`config.mk`:
```
export PLATFORM = sky130hd
export DESIGN_NAME = ws_unit
export DESIGN_NICKNAME = d
export VERILOG_FILES = /design/src/rtl/ws_unit_pkg.sv /design/src/rtl/ws_addr_gen.sv /design/src/rtl/ws_unit.sv
export SDC_FILE = /design/constraint.sdc
export NUM_CORES = 1
export LEC_CHECK = 0
export ABC_AREA = 1
export ABC_CLOCK_PERIOD_IN_PS = 7300
export BUFFER_PORTS_ARGS = -buffer_cell sky130_fd_sc_hd__buf_2
export CAP_MARGIN = 5
export CORE_ASPECT_RATIO = 0.5
export CORE_MARGIN = 4
export CORE_UTILIZATION = 36
export DETAILED_ROUTE_END_ITERATION = 8
export PLACE_DENSITY = 0.57
export SETUP_SLACK_MARGIN = 0.2
export SLEW_MARGIN = 15
export SYNTH_ARGS = -nofsm -noshare
export SYNTH_HDL_FRONTEND = slang
export SYNTH_SLANG_ARGS = --single-unit
```
`constraint.sdc`:
```
create_clock -name CLOCK_50_I -period 7.3 [get_ports CLOCK_50_I]
set_clock_uncertainty 0.1 [all_clocks]
set_input_delay 0.365 -clock CLOCK_50_I [delete_from_list [all_inputs] [get_ports CLOCK_50_I]]
set_output_delay 0.365 -clock CLOCK_50_I [all_outputs]
set_load 0.005 [all_outputs]
```
`src/rtl/ws_unit_pkg.sv`:
```
// Shared Milestone 2 types and constants for the write-S path: state encoding,
// SRAM region bases and the 8-bit clipping helper.
package ws_unit_pkg;

  typedef enum logic [2:0] {
    S_WS_IDLE,
    S_WS_LI0,
    S_WS_LI1,
    S_WS_WRITE,
    S_WS_DONE
  } WS_state_type;

  localparam logic [17:0] Y_BASE = 18'd0;
  localparam logic [17:0] U_BASE = 18'd38400;
  localparam logic [17:0] V_BASE = 18'd57600;

  localparam logic [1:0] SEG_Y = 2'd0;
  localparam logic [1:0] SEG_U = 2'd1;
  localparam logic [1:0] SEG_V = 2'd2;

  // Saturate a signed 32-bit sample into the 0..255 pixel range.
  function automatic logic [7:0] clip8(input logic signed [31:0] x);
    if (x < 32'sd0) return 8'd0;
    else if (x > 32'sd255) return 8'hFF;
    else return x[7:0];
  endfunction

endpackage

```
`src/rtl/ws_addr_gen.sv`:
```
// Combinational SRAM word address for word k of an 8x8 block at (RB, CB)
// inside the Y, U or V region.
module ws_addr_gen #(
  parameter logic [17:0] Y_BASE = ws_unit_pkg::Y_BASE,
  parameter logic [17:0] U_BASE = ws_unit_pkg::U_BASE,
  parameter logic [17:0] V_BASE = ws_unit_pkg::V_BASE
) (
  input  logic [1:0]  seg,
  input  logic [4:0]  rb,
  input  logic [5:0]  cb,
  input  logic [4:0]  k,
  output logic [17:0] address
);
  import ws_unit_pkg::*;

  logic [17:0] base;
  logic [17:0] row_w;

  always_comb begin
    base  = Y_BASE;
    row_w = 18'd160;
    case (seg)
      SEG_U: begin base = U_BASE; row_w = 18'd80; end
      SEG_V: begin base = V_BASE; row_w = 18'd80; end
      default: begin base = Y_BASE; row_w = 18'd160; end
    endcase
    // Pixel row = 8*RB + r, each word covers two pixels so CB advances by 4.
    address = base + ((18'(rb) << 3) + 18'(k[4:2])) * row_w
            + (18'(cb) << 2) + 18'(k[1:0]);
  end

endmodule

```
`src/rtl/ws_unit.sv`:
```
// Write-S unit: reads 64 S samples from the DPRAM pairwise, clips them to
// 8 bits and writes 32 packed pixel-pair words into SRAM, then pulses done.
module ws_unit #(
  parameter logic [17:0] Y_BASE = ws_unit_pkg::Y_BASE,
  parameter logic [17:0] U_BASE = ws_unit_pkg::U_BASE,
  parameter logic [17:0] V_BASE = ws_unit_pkg::V_BASE
) (
  input  logic        CLOCK_50_I,
  input  logic        Resetn,
  input  logic        WS_start,
  input  logic [1:0]  WS_seg,
  input  logic [4:0]  WS_RB,
  input  logic [5:0]  WS_CB,
  output logic [6:0]  WS_read_address_a,
  output logic [6:0]  WS_read_address_b,
  input  logic [31:0] WS_read_data_a,
  input  logic [31:0] WS_read_data_b,
  output logic [17:0] SRAM_address,
  output logic [15:0] SRAM_write_data,
  output logic        SRAM_we_n,
  output logic        WS_done
);
  import ws_unit_pkg::*;

  WS_state_type state, next_state;
  logic [4:0]  k;
  logic [1:0]  seg_q;
  logic [4:0]  rb_q;
  logic [5:0]  cb_q;
  logic        req_ok;
  logic [4:0]  rd_word;
  logic        rd_en;
  logic [4:0]  wr_word;
  logic [17:0] wr_address;

  assign req_ok = ((WS_seg == SEG_Y) && (WS_CB < 6'd40)) ||
                  (((WS_seg == SEG_U) || (WS_seg == SEG_V)) && (WS_CB < 6'd20));

  always_ff @(posedge CLOCK_50_I) begin
    if (Resetn) state <= S_WS_IDLE;
    else        state <= next_state;
  end

  always_comb begin
    next_state = state;
    case (state)
      S_WS_IDLE:  if (WS_start) next_state = req_ok ? S_WS_LI0 : S_WS_DONE;
      S_WS_LI0:   next_state = S_WS_LI1;
      S_WS_LI1:   next_state = S_WS_WRITE;
      S_WS_WRITE: if (k == 5'd31) next_state = S_WS_DONE;
      S_WS_DONE:  next_state = S_WS_IDLE;
      default:    next_state = S_WS_IDLE;
    endcase
  end

  // k is the word currently on the SRAM bus during WRITE; read data arriving
  // this cycle belongs to word k+1 (word 0 during LI1).
  always_comb begin
    rd_word = 5'd0;
    rd_en   = 1'b0;
    case (state)
      S_WS_LI0:   begin rd_word = 5'd0; rd_en = 1'b1; end
      S_WS_LI1:   begin rd_word = 5'd1; rd_en = 1'b1; end
      S_WS_WRITE: if (k <= 5'd29) begin rd_word = k + 5'd2; rd_en = 1'b1; end
      default:    begin rd_word = 5'd0; rd_en = 1'b0; end
    endcase
    WS_read_address_a = rd_en ? {1'b0, rd_word, 1'b0} : 7'd0;
    WS_read_address_b = rd_en ? {1'b0, rd_word, 1'b1} : 7'd0;
    wr_word = (state == S_WS_LI1) ? 5'd0 : k + 5'd1;
  end

  ws_addr_gen #(
    .Y_BASE (Y_BASE),
    .U_BASE (U_BASE),
    .V_BASE (V_BASE)
  ) u_addr_gen (
    .seg     (seg_q),
    .rb      (rb_q),
    .cb      (cb_q),
    .k       (wr_word),
    .address (wr_address)
  );

  always_ff @(posedge CLOCK_50_I) begin
    if (Resetn) begin
      k               <= 5'd0;
      seg_q           <= 2'd0;
      rb_q            <= 5'd0;
      cb_q            <= 6'd0;
      SRAM_address    <= 18'd0;
      SRAM_write_data <= 16'd0;
      SRAM_we_n       <= 1'b1;
      WS_done         <= 1'b0;
    end else begin
      case (state)
        S_WS_IDLE: begin
          SRAM_we_n <= 1'b1;
          WS_done   <= 1'b0;
          if (WS_start) begin
            seg_q   <= WS_seg;
            rb_q    <= WS_RB;
            cb_q    <= WS_CB;
            k       <= 5'd0;
            WS_done <= ~req_ok;
          end
        end
        S_WS_LI1, S_WS_WRITE: begin
          if ((state == S_WS_WRITE) && (k == 5'd31)) begin
            SRAM_we_n <= 1'b1;
            WS_done   <= 1'b1;
          end else begin
            SRAM_address    <= wr_address;
            SRAM_write_data <= {clip8(WS_read_data_a), clip8(WS_read_data_b)};
            SRAM_we_n       <= 1'b0;
            k               <= (state == S_WS_LI1) ? 5'd0 : k + 5'd1;
          end
        end
        S_WS_DONE: begin
          SRAM_we_n <= 1'b1;
          WS_done   <= 1'b0;
        end
        default: begin
          SRAM_we_n <= 1'b1;
          WS_done   <= 1'b0;
        end
      endcase
    end
  end

endmodule

```
Word level (Yosys, flattened, before mapping)
Cells that the tools add are included.
{"block": "totals", "output_inout_bits": 50, "inputBits": 80, "ff_bits": 57}
{"block": "classes", "n_bitwise": 3, "muxes": 24, "add_sub_neg": 6, "eq_ne": 12, "reduce_logical": 16, "magnitude_cmp": 7, "multipliers": 1}
{"operator": "32-bit by 9-bit greater-than comparator with 1-bit output, second input constant", "count": 2}
{"operator": "32-bit by 1-bit less-than comparator with 1-bit output, second input constant", "count": 2}
{"operator": "8-bit 2-to-1 mux", "count": 5}
{"operator": "16-bit one-hot mux with 2 select lines", "count": 1}
{"operator": "5-bit 2-to-1 mux", "count": 4}
{"operator": "5-bit one-hot mux with 2 select lines", "count": 2}
{"operator": "16-bit by 18-bit adder with 18-bit output", "count": 1}
{"operator": "18-bit by 2-bit adder with 18-bit output", "count": 1}
{"operator": "18-bit by 8-bit adder with 18-bit output", "count": 1}
{"operator": "18-bit by 8-bit multiplier with 18-bit output", "count": 1}
{"operator": "6-bit 2-to-1 mux", "count": 2}
{"operator": "3-bit one-hot mux with 4 select lines", "count": 1}
{"operator": "8-bit by 3-bit adder with 9-bit output", "count": 1}
{"operator": "3-bit 2-to-1 mux", "count": 3}
{"operator": "2-bit != test, second input constant", "count": 4}
{"operator": "2-bit OR reduction", "count": 4}
{"operator": "3-bit by 2-bit equality test with 1-bit output, second input constant", "count": 2}
{"operator": "6-bit by 5-bit less-than comparator with 1-bit output, second input constant", "count": 1}
{"operator": "6-bit less-than comparator, second input constant", "count": 1}
{"operator": "2-bit AND reduction", "count": 3}
{"operator": "5-bit by 1-bit adder with 5-bit output, second input constant", "count": 1}
{"operator": "5-bit by 2-bit adder with 5-bit output, second input constant", "count": 1}
{"operator": "5-bit equality test, second input constant", "count": 1}
{"operator": "5-bit <= comparator, second input constant", "count": 1}
{"operator": "12 further kinds", "count": 23}

Longest topological paths before layout
{"block": "depth", "ltp_word": 7, "mapped_depth": 24, "mapped_depth_nobuf": 24}

Hierarchy
A second synthesis with hierarchy kept.
{"block": "unflattened", "hier_cells": 622, "hier_area_um2": 4372.9}
{"mod": "ws_unit", "instances": 1, "area_each_um2": 2870.3, "cells_each": 397, "seq_area_each_um2": 1141.1}
{"mod": "ws_addr_gen", "instances": 1, "area_each_um2": 1502.7, "cells_each": 225, "seq_area_each_um2": 0.0}

Worst setup path after synthesis
No wires, ideal clock.
{"block": "synth_timing", "path_type": "flip-flop to flip-flop", "startpoint": "reg k[2]", "endpoint": "reg SRAM_address[14]", "required_ns": 7.085, "setup_time_ns": 0.115, "path_stages_with_launch": 24, "slack_ns": 3.227, "period_less_slack_ns": 4.073, "arrival_time_ns": 3.858, "cell_sequence": "dfxtp_1 ha_1 xnor2_1 nor2_1 a21oi_1 nor2_1 nand2_1 o21ai_0 ha_1 inv_1 fa_1 inv_1 fa_1 ha_1 inv_1 fa_1 inv_1 nand3_1 nand3_1 nand2_1 nand3_1 nand2_1 o21ai_0 inv_1"}
{"block": "synth_via", "elab_chain_len": 7, "word_cells_on_any_way": 11, "classes_between": "add/sub (5); mul (1); eq/ne (1); mux (1); bitwise (1); reduce/logical (2)"}
{"item": "start, declared", "line": "ws_unit.sv:26", "rtl": "logic [4:0] k;"}
{"item": "start signal, assigned", "line": "ws_unit.sv:115", "rtl": "k <= (state == S_WS_LI1) ? 5'd0 : k + 5'd1;"}
{"item": "5-bit by 1-bit adder with 5-bit output", "line": "ws_unit.sv:69", "rtl": "wr_word = (state == S_WS_LI1) ? 5'd0 : k + 5'd1;"}
{"item": "5-bit 2-to-1 mux", "line": "ws_unit.sv:69"}
{"item": "8-bit by 3-bit adder with 9-bit output", "line": "ws_addr_gen.sv:28", "rtl": "address = base + ((18'(rb) << 3) + 18'(k[4:2])) * row_w"}
{"item": "18-bit by 8-bit multiplier with 18-bit output", "line": "ws_addr_gen.sv:28"}
{"item": "16-bit by 18-bit adder with 18-bit output", "line": "ws_addr_gen.sv:28"}
{"item": "18-bit by 8-bit adder with 18-bit output", "line": "ws_addr_gen.sv:29", "rtl": "+ (18'(cb) << 2) + 18'(k[1:0]);"}
{"item": "18-bit by 2-bit adder with 18-bit output", "line": "ws_addr_gen.sv:29"}
{"item": "end signal, assigned", "line": "ws_unit.sv:112", "rtl": "SRAM_address <= wr_address;"}
{"item": "end, declared", "line": "ws_unit.sv:18", "rtl": "output logic [17:0] SRAM_address,"}
Several ways; a longest one is shown, not always the timed one.
A chain may end at the register's enable or synchronous reset.

Worst setup path after layout
{"block": "layout_timing", "startpoint": "reg seg_q[0]", "endpoint": "reg SRAM_address[14]"}
{"block": "layout_via", "elab_chain_len": 7, "word_cells_on_any_way": 9, "classes_between": "add/sub (3); mul (1); eq/ne (2); mux (2); reduce/logical (1)"}
{"item": "start, declared", "line": "ws_unit.sv:27", "rtl": "logic [1:0] seg_q;"}
{"item": "start signal, assigned", "line": "ws_unit.sv:100", "rtl": "seg_q <= WS_seg;"}
{"item": "2-bit by 1-bit equality test with 1-bit output / 2-bit equality test (equally long branches)", "line": "ws_addr_gen.sv:22", "rtl": "case (seg)"}
{"item": "2-bit OR reduction (no source line)"}
{"item": "8-bit 2-to-1 mux", "line": "ws_addr_gen.sv:22"}
{"item": "18-bit by 8-bit multiplier with 18-bit output", "line": "ws_addr_gen.sv:28"}
{"item": "16-bit by 18-bit adder with 18-bit output *", "line": "ws_addr_gen.sv:28"}
{"item": "18-bit by 8-bit adder with 18-bit output *", "line": "ws_addr_gen.sv:29"}
{"item": "18-bit by 2-bit adder with 18-bit output *", "line": "ws_addr_gen.sv:29"}
Mark *: on every way between the ends. The rest lies on a longest branch, timed or not.

==> results.cfg <==
[status]
run_status = complete, no violations

[critical_path]
crit_path_end_kind = flip-flop
crit_path_cell_trace = inv_1 -> ha_1 -> clkinv_1 -> o21ai_0 -> ha_1 -> inv_1 -> fa_1 -> inv_1 -> fa_1 -> ha_1 -> inv_1 -> fa_1 -> inv_1 -> nand3_1 -> nand3_1 -> nand2_1 -> nand3_1 -> nand2_1 -> o21ai_0 -> inv_1
worstPathArrival_ns = 4.83
timing.critical_path.slowest_cell_delay_ns = 0.54
crit_path_start_kind = flip-flop
cp_slowest_cell = ha_1
cp_common_cell = inv_1
crit_type = reg -> reg
cp_max_fo = 14
critPathRequiredTime_ns = 7.43

[logic_synthesis]
async_reset_ff_share_pct = 0
post_synth_main_area_contributors = dfxtp_1 (28%), nand2_1 (14%), ha_1 (13%), inv_1 (9.0%), fa_1 (7.3%)
post_synth_num_cell_types = 33
post-synth-top-area-fraction_pct = 27.65
synthesis.yosys.warnings = 0
yosys.area.top_type = dfxtp_1
yosys_register_bits = 57
synth-edff-count = 0
post_synth_inst_count = 605
synth_area_mm2 = 0.004126
ys_seq_area_share_pct = 27.65
postSynth.topFlopCell = dfxtp_1
post-synth-top-count-cell = nand2_1
syn-mean-instance-area_um2 = 6.821
synth_top_cells_by_count = nand2_1 (156), inv_1 (99), nor2_1 (72)

[min_path]
worst_min_delay_path_category = in -> reg

[routing]
per_cell_routed_wire_length_um = 11.60
dr.first_iter.drc_count = 151
drt-pass1-iter-count = 4
met3WireLength_um = 473
route.detailed.vias_per_inst = 4.459
drc_violation_count_after_routing = 0
postRouteWirelength_um = 10080
highest-signal-layer = met4
route.layer.met1.wl_um = 4711
total_via_count_after_detailed_routing = 3875
met2_length_um = 4763
ant_nets = 0

[cts]
postCtsHoldBufs = 0
clock_tree.buffer_depth = 2
cts_setup_buffers = 0
clk_latency_ns = 0.33
cts_tree = yes
clk_root_buffer_cell = clkbuf_16
cts-buffers-inserted = 9
clkSinkCount = 57
postCtsResizedCells = 0
clock_input_transition_at_the_sequential_cells_of_the_worst_setup_and_hold_paths_ns = 0.05
cts_max_level = 3

[timing]
worst_slack_ns = 2.596
setup_viol = 0
rsz_0062_raised_after_global_routing = false
min_period_over_period_pct = 64.44
fmax_mhz = 212.6
maxSlewViolCount = 0
period_minus_slack_ns = 4.704
tightest_slew_ns = 0.7785
hold_ws_ns = 0.2153
totalNegativeSetupSlack_ns = 0
final-hold-violation-count = 0
max_slew_margin_pct = 48.10

[placement]
pre_cts_ws_ns = 2.578
hpwl_after_detailed_placement_um = 8016
dpl.cell_count = 854
postPlaceCellArea_mm2 = 0.004790
port_buffers = 126
routabilityCongestion = 0.8215

[global_routing]
globalRoute.totalOverflow = 0
grt_antenna_before_repair = 0
grt_pass1_wl_um = 17330
grt_util_all_layers_pct = 15.59
vias_in_the_first_global_route = 3835
grt_start_max_net_pins = 41

[final_layout]
flow.area_growth_from_synthesis_pct = 23.59
layout.nets = 859
diode_insertion_count_for_antenna_repair = 0
drive_above_1_share_pct = 20.44
layoutNonFillerInstCount = 869
final_util_pct = 46.03
finalInstanceArea_mm2 = 0.005100

[floorplanning]
core_mm2 = 0.01108
die-area_mm2 = 0.01334
floorplan.rows = 27
die_w_um = 159.4
floorplan.initialDensity_pct = 37.24
overall_die_height_um = 83.71
io_pins = 130

[power_and_ir_drop]
pwr_cell_area_mw_per_mm2 = 213.2
finalPower_mw = 1.087
power_leakage_nw = 2.835
worst_vdd_rail_ir_drop_mv = 0.08578

[run]
maxCapViolations = 0
## cell families (layout without fill, tap and decap cells)
family / Yosys count / in the layout / synth area share (%)
AO/OA/AOI/OAI: 79 / 79 / 10.01
adder cells (fa/ha/maj): 59 / 59 / 20.62
buffers and inverters: 127 / 242 / 13.16
flip-flops: 57 / 57 / 27.65
AND/OR/NAND/NOR: 275 / 275 / 27.11
other: 2 / 6 / 0.1820
XOR/XNOR: 6 / 6 / 1.273
## worst max-delay path: cells and delay by family, from the launching register on
kind                       cells  cell delay (ns)
and+or+nand+nor                5             0.43
buffers and inverters          7             0.79
adders and majority gates      6             2.46
DFF                            1             0.33
AOI/OAI and AO/OA              2             0.50
## per-layer routing
metal,global-route usage (%),vias up
li1,-,2089
met1,18.98,1696
met2,27.02,78
met3,3.749,12
met4,5.591,0
met5,0,-
## report_power, final
group	leakage [nW]	internal [mW]	switching [mW]	total, mW
clock	0.149	0.297	0.149	0.446
combinational	2.22	0.113	0.181	0.294
sequential	0.463	0.335	0.0135	0.348
total	2.83	0.744	0.343	1.09
## path summary, 6_finish.rpt
kind / startpoint / to / slack, ns / cells past startpoint
worst max-delay path: seg_q[0]$_SDFFE_PP0P_ / SRAM_address[14]$_SDFFE_PP0P_ / 2.60 / 20
worst min-delay path: WS_RB[4] / rb_q[4]$_SDFFE_PP0P_ / 0.22 / 3
worst max register to register: seg_q[0]$_SDFFE_PP0P_ / SRAM_address[14]$_SDFFE_PP0P_ / 2.60 / 20
worst min register to register: SRAM_write_data[3]$_SDFFE_PP0P_ / SRAM_write_data[3]$_SDFFE_PP0P_ / 0.36 / 2
## cells in the final DEF (no fill, tap or decap)
master      netlist  final
nand2_1         156    156
buf_2             2    126
inv_1            99     99
nor2_1           72     72
dfxtp_1          57     57
a21oi_1          47     47
ha_1             44     44
nand3_1          32     32
o21ai_0          25     25
fa_1             15     15
clkbuf_16         0      9
conb_1            2      6
xor2_1            5      5
nor3_1            5      5
nor2_4            2      2
nand2_2           2      2
a22oi_1           2      2
nand4_1           2      2
bufinv_16         0      2
clkinv_1          1      1
xnor2_1           1      1
and3_1            1      1
a211o_1           1      1
nor3_2            1      1
nor2_2            1      1
inv_2             1      1
a21o_1            1      1
o211ai_1          1      1
nand3b_1          1      1
o21ai_1           1      1
a21oi_2           1      1
clkbuf_1         12      1
clkinv_2          0      1
clkinv_4          0      1
clkinvlp_4        0      1
## cell type report
type,count,area (µm²)
Clock buffer,10,229.0
Timing Repair Buffer,126,630.6
Multi-Input combinational cell,425,2457
Inverter,101,379.1
Clock inverter,5,81.33
Tap cell,145,181.4
Sequential cell,57,1141
Fill cell,1164,5981
## sequential cells by signal, indices dropped and copies added, names as in the netlist
signal and cells:
rb_q 5, state 3, k 5, SRAM_we_n 1, SRAM_address 18, WS_done 1, cb_q 6, seg_q 2
SRAM_write_data 16
No activity file was read; power rests on OpenSTA's default activity.
